`src/rtl/tone_meter_pkg.sv`:
```
// Shared types and defaults for the tone meter: state encoding, counter
// width and parameter defaults used by the filter and the measurement FSM.
package tone_meter_pkg;

    // Width of the half-period counter and of the reported period.
    localparam int CNT_W = 16;

    // Width of the glitch-filter stability counter (holds 0..15).
    localparam int STAB_W = 4;

    // Parameter defaults.
    localparam int               GLITCH_CYCLES_DEF = 2;
    localparam logic [CNT_W-1:0] TIMEOUT_DEF       = 16'd50000;

    typedef logic [CNT_W-1:0] count_t;

    // S_WAIT: no reference edge yet. S_MEASURE: counting since the last edge.
    typedef enum logic [0:0] {
        S_WAIT    = 1'b0,
        S_MEASURE = 1'b1
    } tone_state_e;

    // The counter reads 0 in the cycle after an edge, so the distance
    // between two edges is one more than the count seen at the second one.
    function automatic count_t period_from_count(input count_t count);
        return count + count_t'(1);
    endfunction

endpackage

```
`src/rtl/tone_filter.sv`:
```
// Input conditioning for the tone meter: 2-flop synchronizer followed by a
// glitch filter that accepts a new level only after it has been stable for
// GLITCH_CYCLES consecutive synchronized samples. edge_flag is high for the
// single cycle after the filtered level changes.
module tone_filter
    import tone_meter_pkg::*;
#(
    parameter int GLITCH_CYCLES = GLITCH_CYCLES_DEF
) (
    input  logic clk,
    input  logic reset,
    input  logic din,
    output logic level,
    output logic edge_flag
);

    // The count reaches this value on the last required mismatching sample.
    localparam logic [STAB_W-1:0] LAST_CNT = STAB_W'(GLITCH_CYCLES - 1);

    logic              sync_1;
    logic              sync_2;
    logic [STAB_W-1:0] stable_cnt;

    // Two-stage synchronizer for the asynchronous input.
    always_ff @(negedge clk) begin
        if (reset) begin
            sync_1 <= 1'b0;
            sync_2 <= 1'b0;
        end else begin
            sync_1 <= din;
            sync_2 <= sync_1;
        end
    end

    // Glitch filter: count consecutive mismatching samples; any sample that
    // agrees with the current level throws the partial count away.
    always_ff @(negedge clk) begin
        if (reset) begin
            level      <= 1'b0;
            stable_cnt <= '0;
            edge_flag  <= 1'b0;
        end else begin
            edge_flag <= 1'b0;
            if (sync_2 != level) begin
                if (stable_cnt == LAST_CNT) begin
                    level      <= sync_2;
                    stable_cnt <= '0;
                    edge_flag  <= 1'b1;
                end else begin
                    stable_cnt <= stable_cnt + STAB_W'(1);
                end
            end else begin
                stable_cnt <= '0;
            end
        end
    end

endmodule

```
`src/rtl/tone_meter.sv`:
```
// Square-wave half-period meter. Every accepted edge of the filtered input
// (rise or fall) closes one measurement; the distance between consecutive
// accepted edges is reported on o_Period. If no edge arrives within TIMEOUT
// cycles the input is declared silent and the next edge only re-establishes
// the reference.
//
// Output protocol: o_Valid is a one-cycle strobe with no back-pressure.
// o_Period is meaningful in the cycle o_Valid is high and holds its value
// until the next strobe (including while o_Silent is set).
module tone_meter
    import tone_meter_pkg::*;
#(
    parameter int               GLITCH_CYCLES = GLITCH_CYCLES_DEF,
    parameter logic [CNT_W-1:0] TIMEOUT       = TIMEOUT_DEF
) (
    input  logic             i_Clk,
    input  logic             i_Reset,
    input  logic             i_In,
    output logic [CNT_W-1:0] o_Period,
    output logic             o_Valid,
    output logic             o_Silent,
    output logic             o_Level,
    output tone_state_e      dbg_state
);

    // Count value at which the silence timeout fires. Because the counter
    // always stops here, it can never wrap.
    localparam count_t LAST_COUNT = TIMEOUT - count_t'(1);

    logic        edge_flag;
    tone_state_e state;
    count_t      counter;

    tone_filter #(
        .GLITCH_CYCLES (GLITCH_CYCLES)
    ) u_filter (
        .clk       (i_Clk),
        .reset     (i_Reset),
        .din       (i_In),
        .level     (o_Level),
        .edge_flag (edge_flag)
    );

    assign dbg_state = state;

    // Measurement FSM: edges close a measurement, the counter bounds the
    // wait, and an edge in the timeout cycle wins over the timeout.
    always_ff @(negedge i_Clk) begin
        if (i_Reset) begin
            state    <= S_WAIT;
            counter  <= '0;
            o_Period <= '0;
            o_Valid  <= 1'b0;
            o_Silent <= 1'b1;
        end else begin
            o_Valid <= 1'b0;
            case (state)
                S_WAIT: begin
                    if (edge_flag) begin
                        counter <= '0;
                        state   <= S_MEASURE;
                    end
                end
                S_MEASURE: begin
                    if (edge_flag) begin
                        o_Period <= period_from_count(counter);
                        o_Valid  <= 1'b1;
                        o_Silent <= 1'b0;
                        counter  <= '0;
                    end else if (counter == LAST_COUNT) begin
                        o_Silent <= 1'b1;
                        counter  <= '0;
                        state    <= S_WAIT;
                    end else begin
                        counter <= counter + count_t'(1);
                    end
                end
                default: begin
                    counter <= '0;
                    state   <= S_WAIT;
                end
            endcase
        end
    end

endmodule

```
`config.mk`:
```
export PLATFORM = sky130hd
export DESIGN_NAME = tone_meter
export DESIGN_NICKNAME = d
export VERILOG_FILES = /design/src/rtl/tone_meter_pkg.sv /design/src/rtl/tone_filter.sv /design/src/rtl/tone_meter.sv
export SDC_FILE = /design/constraint.sdc
export NUM_CORES = 1
export LEC_CHECK = 0
export BUFFER_PORTS_ARGS = -buffer_cell sky130_fd_sc_hd__buf_2
export CAP_MARGIN = 40
export CORE_ASPECT_RATIO = 1.5
export CORE_UTILIZATION = 55
export DETAILED_ROUTE_END_ITERATION = 7
export GPL_ROUTABILITY_DRIVEN = 0
export PLACE_DENSITY_LB_ADDON = 0.1
export SYNTH_ARGS = -nofsm -noshare
export SYNTH_HDL_FRONTEND = slang
export SYNTH_SLANG_ARGS = --single-unit
```
`constraint.sdc`:
```
create_clock -name i_Clk -period 2.35 [get_ports i_Clk]
set_clock_uncertainty 0.2 [all_clocks]
set_input_delay 0.3525 -clock i_Clk [delete_from_list [all_inputs] [get_ports i_Clk]]
set_output_delay 0.3525 -clock i_Clk [all_outputs]
set_load 0.02 [all_outputs]
```
# Yosys cells after proc, flatten, opt, wreduce, memory -nomap -nowiden

Index checks and enable logic that the tools add are counted.

Register bits: 43
Input port bits: 3
Word-level logic and storage cells: 36

Add/subtract/negate cells: 2
Eq/ne operators: 4
Mux-type cells: 11
Bitwise operators: 2
Reduce and logical (&&, ||, !) cells: 7

Operators by type and width:

| cell                                                                    | number |
|---|---|
| 16-bit 2-to-1 mux                                                       | 3 |
| 16-bit case mux with 2 select lines                                     | 1 |
| 16-bit by 1-bit adder with 16-bit output, second input constant         | 1 |
| 16-bit == test, second input constant                                   | 1 |
| 1-bit 2-to-1 mux                                                        | 6 |
| 2-bit AND reduction                                                     | 3 |
| 4-bit by 1-bit adder with 4-bit output, second input constant           | 1 |
| 4-bit by 1-bit == test with 1-bit output, second input constant         | 1 |
| 2-bit OR reduction                                                      | 2 |
| 3-bit OR reduction                                                      | 1 |
| 2-bit by 1-bit inequality test with 1-bit output, second input constant | 1 |
| 1-bit NOT                                                               | 2 |
| 1-bit case mux with 2 select lines                                      | 1 |
| 2-bit nonzero test                                                      | 1 |
| 1-bit inequality test                                                   | 1 |

# Depth between registers and ports, before layout

Gate-level depths: netlist (run 1).

Depth in word-level cells: 4
Gate-level depth with buffers: 7

# Cells and area by module

From an unflattened synthesis (run 1), not the netlist that was laid out.

Cell total of the unflattened synthesis: 216
Area total of the unflattened synthesis: 2,008.2 um^2

By module, submodules not included:

| module      | instances | cells an instance | area an instance (um^2) |
|---|---|---|---|
| tone_meter  | 1         | 189               | 1,707.9 |
| tone_filter | 1         | 27                | 300.3 |

==> flow_metrics.py, run 1 <==
metrics = {
    "status": {
        "status": "complete, but fails checks",
        "violations": "negative setup slack",
    },
    "sta": {
        "hold_viol": 0,
        "rsz0062_at_grt": "yes",
        "slew_violations": 0,
        "setup_viol": 20,
        "max_slew.worst_pin.slew_ns": 0.746,
        "fin_tns_setup_ns": -3.54,
        "slew_headroom_pct": 50.1,
        "fin_ws_ns": -0.226,
    },
    "synthesis": {
        "syn_inst": 214,
        "yosysMostFrequentCell": "dfxtp_1",
        "synth_fp_nets": 220,
        "synth_commonest_cells": "43 x dfxtp_1, 30 x nor2_1, 19 x a31oi_1",
        "yosys_warnings": 0,
        "netlist_area_mm2": 0.00210,
        "ys_ff_latch": 43,
        "synth.top_cells.by_area": "dfxtp_1 41%, a31oi_1 5.7%, nor2_1 5.4%, xnor2_1 5.0%, a211oi_1 3.9%",
        "synth_area_leader_cell": "dfxtp_1",
        "yosysSeqAreaShare_pct": 41.1,
        "synth_top_cell_area_share_pct": 41.1,
        "synthFlopType": "dfxtp_1",
        "synth_edf_count": 0,
        "avgSynthCellArea_um2": 9.80,
        "synthArstFlopShare_pct": 0,
        "synth.distinct_cells": 39,
    },
    "critical_path": {
        "path_buf_inv": 1,
        "cp-start-kind": "flop",
        "r2r-end": "counter[4]",
        "critPathTopFamily": "flip-flops",
        "end_kind": "primary output",
        "cp.required_ns": 1.80,
        "reg2reg_depth": 5,
        "critPathKind": "flop to primary output",
        "r2r_slack_ns": 0.20,
        "timing.rr.start": "counter[1]",
        "crit_chain": "buf_6",
        "crit_start": "o_Period[11]",
        "crit_path_max_incr_delay_ns": 0.35,
        "worst_path_max_delay_cell": "dfxtp_2",
        "worstPathArrival_ns": 2.02,
        "path_max_fanout": 2,
    },
    "layout": {
        "nets": 299,
        "diodes": 0,
        "syn_to_final_growth_pct": 31.6,
        "final_area_mm2": 0.00276,
        "drive_gt1_share_pct": 32.3,
    },
    "route": {
        "remaining_drc_errors": 0,
        "ant_nets": 0,
        "num_vias": 1853,
        "drt-pass1-iter-count": 4,
        "first_iter_violations": 55,
        "routedWlPerCell_um": 15.4,
        "wl_um": 5210,
        "viasPerCell": 5.50,
    },
    "floorplanning": {
        "fp.dieW_um": 52.4,
        "die_area_mm2": 0.00407,
        "io_pins": 23,
        "die_h_um": 77.6,
        "rows": 27,
        "core_area_mm2": 0.00365,
        "start_util_pct": 57.5,
    },
    "power_and_ir_drop": {
        "p_per_area_mw_per_mm2": 600,
        "cellLeakagePower_nw": 1.21,
        "vdd_ir_drop_max_mv": 0.596,
    },
    "cts": {
        "htree_levels": 2,
        "cts_root_buf": "clkbuf_8",
        "cts_tree": "yes",
        "cts_buffers": 5,
        "cts_sinks": 43,
        "clockBufferDepth": 2,
        "worstSkewPairLatency_ns": 0.37,
        "clk_pin_slew_ns": 0.06,
    },
    "placed_design": {
        "dpl_cell_area_mm2": 0.00227,
        "io_buffers": 22,
        "dp_hpwl_um": 3170,
    },
    "grt": {
        "grt_pass1_wl_um": 8080,
        "grt_pass1_vias": 1937,
        "grt_usage_pct": 26.8,
        "grt_max_degree": 26,
        "antenna_found_initial": 0,
        "grt_overflow_total": 0,
    },
    "hold_path": {
        "holdCritStartpoint": "u_filter.sync_1",
        "hold_path_end": "u_filter.sync_2",
        "whs_path_depth": 1,
        "hold_path.class": "flop to flop",
    },
    "job": {
        "cap_violations": 0,
    },
}
placed cells by master (no fill, tap or decap), types with 3 or more instances in the layout:
master and n:
nand2_1 7, xor2_1 6, buf_4 24, nor4_4 3, inv_1 48, nor2b_1 3
ha_1 3, a21oi_1 3, nand3b_1 9, a211oi_2 4, a211oi_1 11, xnor2_1 12
nor3_2 3, nand2b_1 3, dfxtp_1 23, nor2_1 29, dfxtp_2 20, clkbuf_8 5
nand3_1 9, a31oi_1 19, buf_6 20
stage by stage:
step                setup slack, ns  total power [W]  cells  util (%)  hold slack (ns)
floorplan                    0.0108         0.000890    214         -            0.214
global placement             -0.182         0.000904    278      62.3            0.238
detailed placement           -0.271         0.000905    278      62.3            0.229
CTS                          -0.193          0.00168    331      74.4            0.235
global route                 -0.249          0.00176    337      75.7            0.252
finish                       -0.226          0.00166    337      75.7            0.229
registers in the layout, indices dropped and copies added (netlist names):
signal and count:
u_filter.level 1, u_filter.sync_2 1, u_filter.stable_cnt 4, counter 16
o_Silent 1, u_filter.edge_flag 1, u_filter.sync_1 1, o_Valid 1
o_Period 16, dbg_state 1
worst max-delay path by stage:
stage	to	slack, ns	cells past startpoint
floorplan	counter[8]	0.01	4
global placement	counter[10]	-0.18	5
detailed placement	counter[8]	-0.27	5
CTS	o_Period[8]	-0.19	1
global route	o_Period[11]	-0.25	1
finish	o_Period[11]	-0.23	1
logic make-up after synthesis:
family,after synthesis,share of synthesized area (%)
multiplexers,2,0.955
AO/OA/AOI/OAI,45,16.7
flip-flops,43,41.1
adder cells (fa/ha/maj),3,1.79
XOR/XNOR,18,7.52
AND/OR/NAND/NOR,80,25.1
buffers and inverters,23,6.86
report_power, final:
part	leakage [nW]	switching [W]	internal, W
Sequential	0.356	0.00000314	0.000737
Combinational	0.568	0.0000252	0.0000165
Clock	0.284	0.000463	0.000411
cell type report:
| type | count | area (um2) |
|---|---|---|
| flip-flops and latches | 43 | 886 |
| multi-input cells | 148 | 1090 |
| clock buffers | 5 | 68.8 |
| clock inverters | 46 | 203 |
| repair buffers | 47 | 435 |
| well taps | 43 | 53.8 |
| inverters | 5 | 18.8 |
| fillers | 253 | 888 |
per-layer routing:
| metal | global-route usage, % | share of wire, % |
|---|---|---|
| met5 | 0 | 0 |
| met4 | 13.9 | 1.3 |
| met3 | 9.02 | 2.7 |
| met2 | 50.9 | 58 |
| met1 | 22.9 | 37 |
repair_timing:
item                                    4_1_cts  5_1_grt
hold buffers                                  0        0
resized for setup                            60        0
buffers inserted                              3        6
endpoints found under the setup margin       20       20
(Power assumes the default switching activity.)
==> run 2, diff against run 1 <==
- PLACE_DENSITY: default -> 0.76
- PLACE_DENSITY_LB_ADDON: 0.1 -> default
==> run 2 against run 1 <==
Against the previous run: the flow still finishes with violations (negative setup slack); worst setup slack gained 0.0057 ns; clock power increased by 5.4%; cell area grew 0.86%; largest cell class unchanged; largest power group unchanged.
==> flow_metrics.py, run 2 (synthesis results as in run 1) <==
metrics = {
    "status": {
        "status": "complete, but fails checks",
        "violations": "negative setup slack",
    },
    "grt": {
        "grt_usage_pct": 27.4,
        "grt_overflow_total": 0,
        "grt_pass1_vias": 1914,
        "grt_max_degree": 27,
        "grt_pass1_wl_um": 8280,
        "antenna_found_initial": 0,
    },
    "cts": {
        "worstSkewPairLatency_ns": 0.37,
        "clockBufferDepth": 2,
        "cts_sinks": 43,
        "htree_levels": 2,
        "cts_buffers": 5,
        "cts_tree": "yes",
        "cts_hold_buf": 0,
        "clk_pin_slew_ns": 0.05,
        "cts_root_buf": "clkbuf_8",
    },
    "route": {
        "viasPerCell": 5.75,
        "routedWlPerCell_um": 16.9,
        "remaining_drc_errors": 0,
        "drt-pass1-iter-count": 4,
        "wl_um": 5710,
        "first_iter_violations": 65,
        "num_vias": 1943,
        "ant_nets": 0,
    },
    "sta": {
        "rsz0062_at_grt": "yes",
        "hold_viol": 0,
        "setup_viol": 20,
        "fin_tns_setup_ns": -3.80,
        "slew_headroom_pct": 49.8,
        "slew_violations": 0,
        "max_slew.worst_pin.slew_ns": 0.751,
        "fin_ws_ns": -0.221,
    },
    "floorplanning": {
        "core_area_mm2": 0.00365,
        "start_util_pct": 57.5,
        "rows": 27,
        "die_area_mm2": 0.00407,
        "fp.dieW_um": 52.4,
        "io_pins": 23,
        "die_h_um": 77.6,
    },
    "job": {
        "cap_violations": 0,
    },
    "hold_path": {
        "hold_path.class": "flop to flop",
    },
    "critical_path": {
        "end_kind": "primary output",
        "critPathTopFamily": "flip-flops",
        "crit_chain": "buf_6",
        "cp.required_ns": 1.80,
        "r2r_slack_ns": 0.15,
        "crit_path_max_incr_delay_ns": 0.35,
        "worstPathArrival_ns": 2.02,
        "worst_path_max_delay_cell": "dfxtp_2",
        "path_max_fanout": 2,
        "cp-start-kind": "flop",
        "path_buf_inv": 1,
        "critPathKind": "flop to primary output",
    },
    "layout": {
        "stdcell_count": 338,
        "layout_commonest_cell": "inv_1",
        "diodes": 0,
        "largestRegisters": "counter: 16 flops, o_Period: 16 flops, u_filter.stable_cnt: 4 flops",
        "syn_to_final_growth_pct": 32.8,
        "nets": 300,
        "drive_gt1_share_pct": 32.5,
        "fillers": 221,
        "final_cell_mix": "48 x inv_1, 29 x nor2_1, 24 x buf_4",
        "final_util_pct": 76.3,
    },
    "placed_design": {
        "dp_hpwl_um": 2960,
        "io_buffers": 22,
        "dp_cells": 277,
    },
    "power_and_ir_drop": {
        "cellLeakagePower_nw": 1.22,
        "p_per_area_mw_per_mm2": 611,
        "vdd_ir_drop_max_mv": 0.694,
    },
}
## run 2: cell types whose count changed in the layout (fill, tap and decap cells not counted), sizes merged
cell | before | now
inv | 49 | 50
clkinvlp | 1 | 0
buf | 47 | 48
## run 2: stage by stage
step / worst slack [ns] / power [W] / area [um2] / hold slack, ns
final: -0.221 / 0.00170 / 2780 / 0.258
after global placement: -0.175 / 0.000905 / 2280 / 0.229
after global routing: -0.249 / 0.00180 / 2780 / 0.283
after detailed placement: -0.207 / 0.000906 / 2280 / 0.246
after CTS: -0.198 / 0.00169 / 2720 / 0.270
after floorplan: 0.0108 / 0.000890 / 2110 / 0.214
## run 2: worst paths after layout
check | start | end | depth (start not counted)
worst max-delay path | o_Period[10] | o_Period[10] | 1
worst min-delay path | u_filter.sync_1 | u_filter.sync_2 | 1
worst max register to register | counter[7] | counter[7] | 4
worst min register to register | u_filter.sync_1 | u_filter.sync_2 | 1
## run 2: where the power goes
part	switching, W	internal, W
clock network	0.000502	0.000418
logic	0.0000254	0.0000166
registers	0.00000311	0.000736
## run 2: final cells by class
cell class              instances  area (um2)  share of cell area (%)
flip-flops and latches         43         886                    31.8
repair buffers                 48         455                    16.4
inverters                       5        18.8                   0.674
well taps                      43        53.8                    1.93
clock inverters                46         206                    7.42
clock buffers                   5        68.8                    2.47
multi-input cells             148        1090                    39.3
## run 2: repair_timing
action,in CTS,in global routing
endpoints found under the setup margin,20,20
endpoints found under the hold margin,0,0
resized for setup,60,0
setup buffers,3,8
## run 2: metal layers
metal	vias to the layer above	routed length (um)	GRT usage, %
li1	924	-	-
met1	926	2070	25.7
met2	72	3200	46.6
met3	21	200	10.8
met4	0	246	18.4
met5	-	0	0
==> run 3, diff against run 2 <==
- CORE_UTILIZATION: 55 -> 50
- PLACE_DENSITY: 0.76 -> 0.7
==> run 3 against run 2 <==
Against the previous run: combinational power is 6.0% lower; wire length is 14% lower; non-clock buffer count is 6 lower; critical endpoint is now o_Period[9]; register-to-register slack better by 0.08 ns; largest cell class unchanged; the flow still finishes with violations (negative setup slack); sequential share of layout area is 0.99 points higher; global-route usage is 4.8 points lower; hold slack worse by 0.019 ns; die area is 9.7% higher; clock power is 18% lower; via count is 5.0% lower.
==> flow_metrics.py, run 3 (synthesis results as in run 1) <==
metrics = {
    "floorplanning": {
        "start_util_pct": 52.5,
        "io_pins": 23,
        "die_h_um": 81.3,
        "rows": 28,
        "core_area_mm2": 0.00399,
        "die_area_mm2": 0.00446,
        "fp.dieW_um": 54.9,
    },
    "critical_path": {
        "crit_start": "o_Period[9]",
        "path_max_fanout": 2,
        "timing.rr.start": "counter[0]",
        "worstPathArrival_ns": 2.02,
        "path_depth": 1,
        "critPathTopFamily": "flip-flops",
        "worst_path_max_delay_cell": "dfxtp_2",
        "cp-start-kind": "flop",
        "crit_chain": "buf_6",
        "end_kind": "primary output",
        "path_buf_inv": 1,
        "r2r_slack_ns": 0.23,
        "endpoint": "o_Period[9]",
        "critPathKind": "flop to primary output",
        "crit_path_max_incr_delay_ns": 0.34,
        "r2r-end": "counter[4]",
        "cp.required_ns": 1.80,
        "reg2reg_depth": 5,
    },
    "grt": {
        "grt_pass1_wl_um": 7330,
        "grt_overflow_total": 0,
        "grt_max_degree": 33,
        "grt_pass1_vias": 1767,
        "grt_usage_pct": 22.6,
        "antenna_found_initial": 0,
    },
    "job": {
        "cap_violations": 0,
    },
    "cts": {
        "worstSkewPairLatency_ns": 0.37,
        "clk_pin_slew_ns": 0.06,
        "cts_tree": "yes",
        "clockBufferDepth": 2,
        "htree_levels": 2,
        "cts_sinks": 43,
        "cts_buffers": 5,
        "cts_root_buf": "clkbuf_8",
    },
    "layout": {
        "regArea_um2": 886,
        "layout_commonest_cell": "inv_1",
        "multi_input_area_mm2": 0.00109,
        "diodes": 0,
        "syn_to_final_growth_pct": 28.8,
        "final_util_pct": 67.6,
        "final_cell_mix": "49 x inv_1, 29 x nor2_1, 23 x dfxtp_1",
        "final_area_mm2": 0.00270,
        "drive_gt1_share_pct": 30.8,
        "nets": 294,
        "fillers": 307,
        "largestRegisters": "counter: 16 flops, o_Period: 16 flops, u_filter.stable_cnt: 4 flops",
    },
    "route": {
        "viasPerCell": 5.53,
        "num_vias": 1846,
        "wl_um": 4890,
        "routedWlPerCell_um": 14.6,
        "remaining_drc_errors": 0,
        "first_iter_violations": 44,
        "ant_nets": 0,
        "drt-pass1-iter-count": 4,
    },
    "power_and_ir_drop": {
        "cellLeakagePower_nw": 1.18,
        "vdd_ir_drop_max_mv": 0.638,
        "p_per_area_mw_per_mm2": 570,
        "power_w": 0.00154,
    },
    "hold_path": {
        "hold_path.class": "flop to flop",
    },
    "placed_design": {
        "dpl_cell_area_mm2": 0.00225,
        "dp_hpwl_um": 2880,
        "io_buffers": 22,
    },
    "sta": {
        "hold_viol": 0,
        "rsz0062_at_grt": "yes",
        "fin_ws_ns": -0.219,
        "max_slew.worst_pin.slew_ns": 0.719,
        "slew_headroom_pct": 51.9,
        "slew_violations": 0,
        "setup_viol": 20,
    },
    "status": {
        "status": "complete, but fails checks",
        "violations": "negative setup slack",
    },
}
==> run 3: routing by layer <==
metal / GRT usage, % / vias to the layer above / part of all wire (%)
met1: 22.8 / 867 / 39
met4: 12.3 / 0 / 3.6
met3: 7.87 / 16 / 2.8
met2: 38.7 / 45 / 54
met5: 0 / - / 0
li1: - / 918 / -
==> run 3: what timing repair did <==
action / in CTS / in global routing
hold buffers: 0 / 0
buffers inserted: 4 / 4
endpoints found under the setup margin: 20 / 20
resized for setup: 60 / 0
==> run 3: metrics by stage <==
stage | worst slack [ns] | instances | hold slack (ns) | TNS (ns)
after floorplan | 0.0108 | 214 | 0.214 | 0
after global placement | -0.171 | 276 | 0.225 | -2.64
after detailed placement | -0.198 | 276 | 0.235 | -3.06
after CTS | -0.190 | 330 | 0.247 | -3.49
after global routing | -0.224 | 334 | 0.266 | -4.23
final | -0.219 | 334 | 0.240 | -3.57
==> run 3: power by group <==
| group | total (W) | switching [W] | internal [W] |
|---|---|---|---|
| sequential | 0.000740 | 0.00000300 | 0.000737 |
| clock | 0.000759 | 0.000455 | 0.000303 |
| combinational | 0.0000395 | 0.0000242 | 0.0000153 |
| total | 0.00154 | 0.000483 | 0.00106 |
==> run 3: worst min-delay path by stage <==
stage / to / slack [ns] / cells after the start / start
6_report: u_filter.sync_2 / 0.24 / 1 / u_filter.sync_1
5_1_grt: u_filter.sync_2 / 0.27 / 1 / u_filter.sync_1
3_3_place_gp: u_filter.sync_2 / 0.22 / 1 / u_filter.sync_1
3_5_place_dp: u_filter.sync_2 / 0.24 / 1 / u_filter.sync_1
2_1_floorplan: u_filter.sync_2 / 0.21 / 1 / u_filter.sync_1
4_1_cts: u_filter.sync_2 / 0.25 / 1 / u_filter.sync_1
==> run 3: area by class of cell <==
type	instances	area share, %
Clock inverter	46	6.58
Multi-Input combinational cell	148	40.5
Tap cell	45	2.09
Sequential cell	43	32.8
Clock buffer	5	2.55
Timing Repair Buffer	42	14.7
Inverter	5	0.695
==> run 3: worst reg2reg max path: cells and delay by family (launching register included) <==
| family | cells | cell delay, ns |
|---|---|---|
| AND/OR/NAND/NOR | 1 | 0.24 |
| flip-flops | 1 | 0.37 |
| adder cells (fa/ha/maj) | 1 | 0.29 |
| AO/OA/AOI/OAI | 3 | 0.94 |
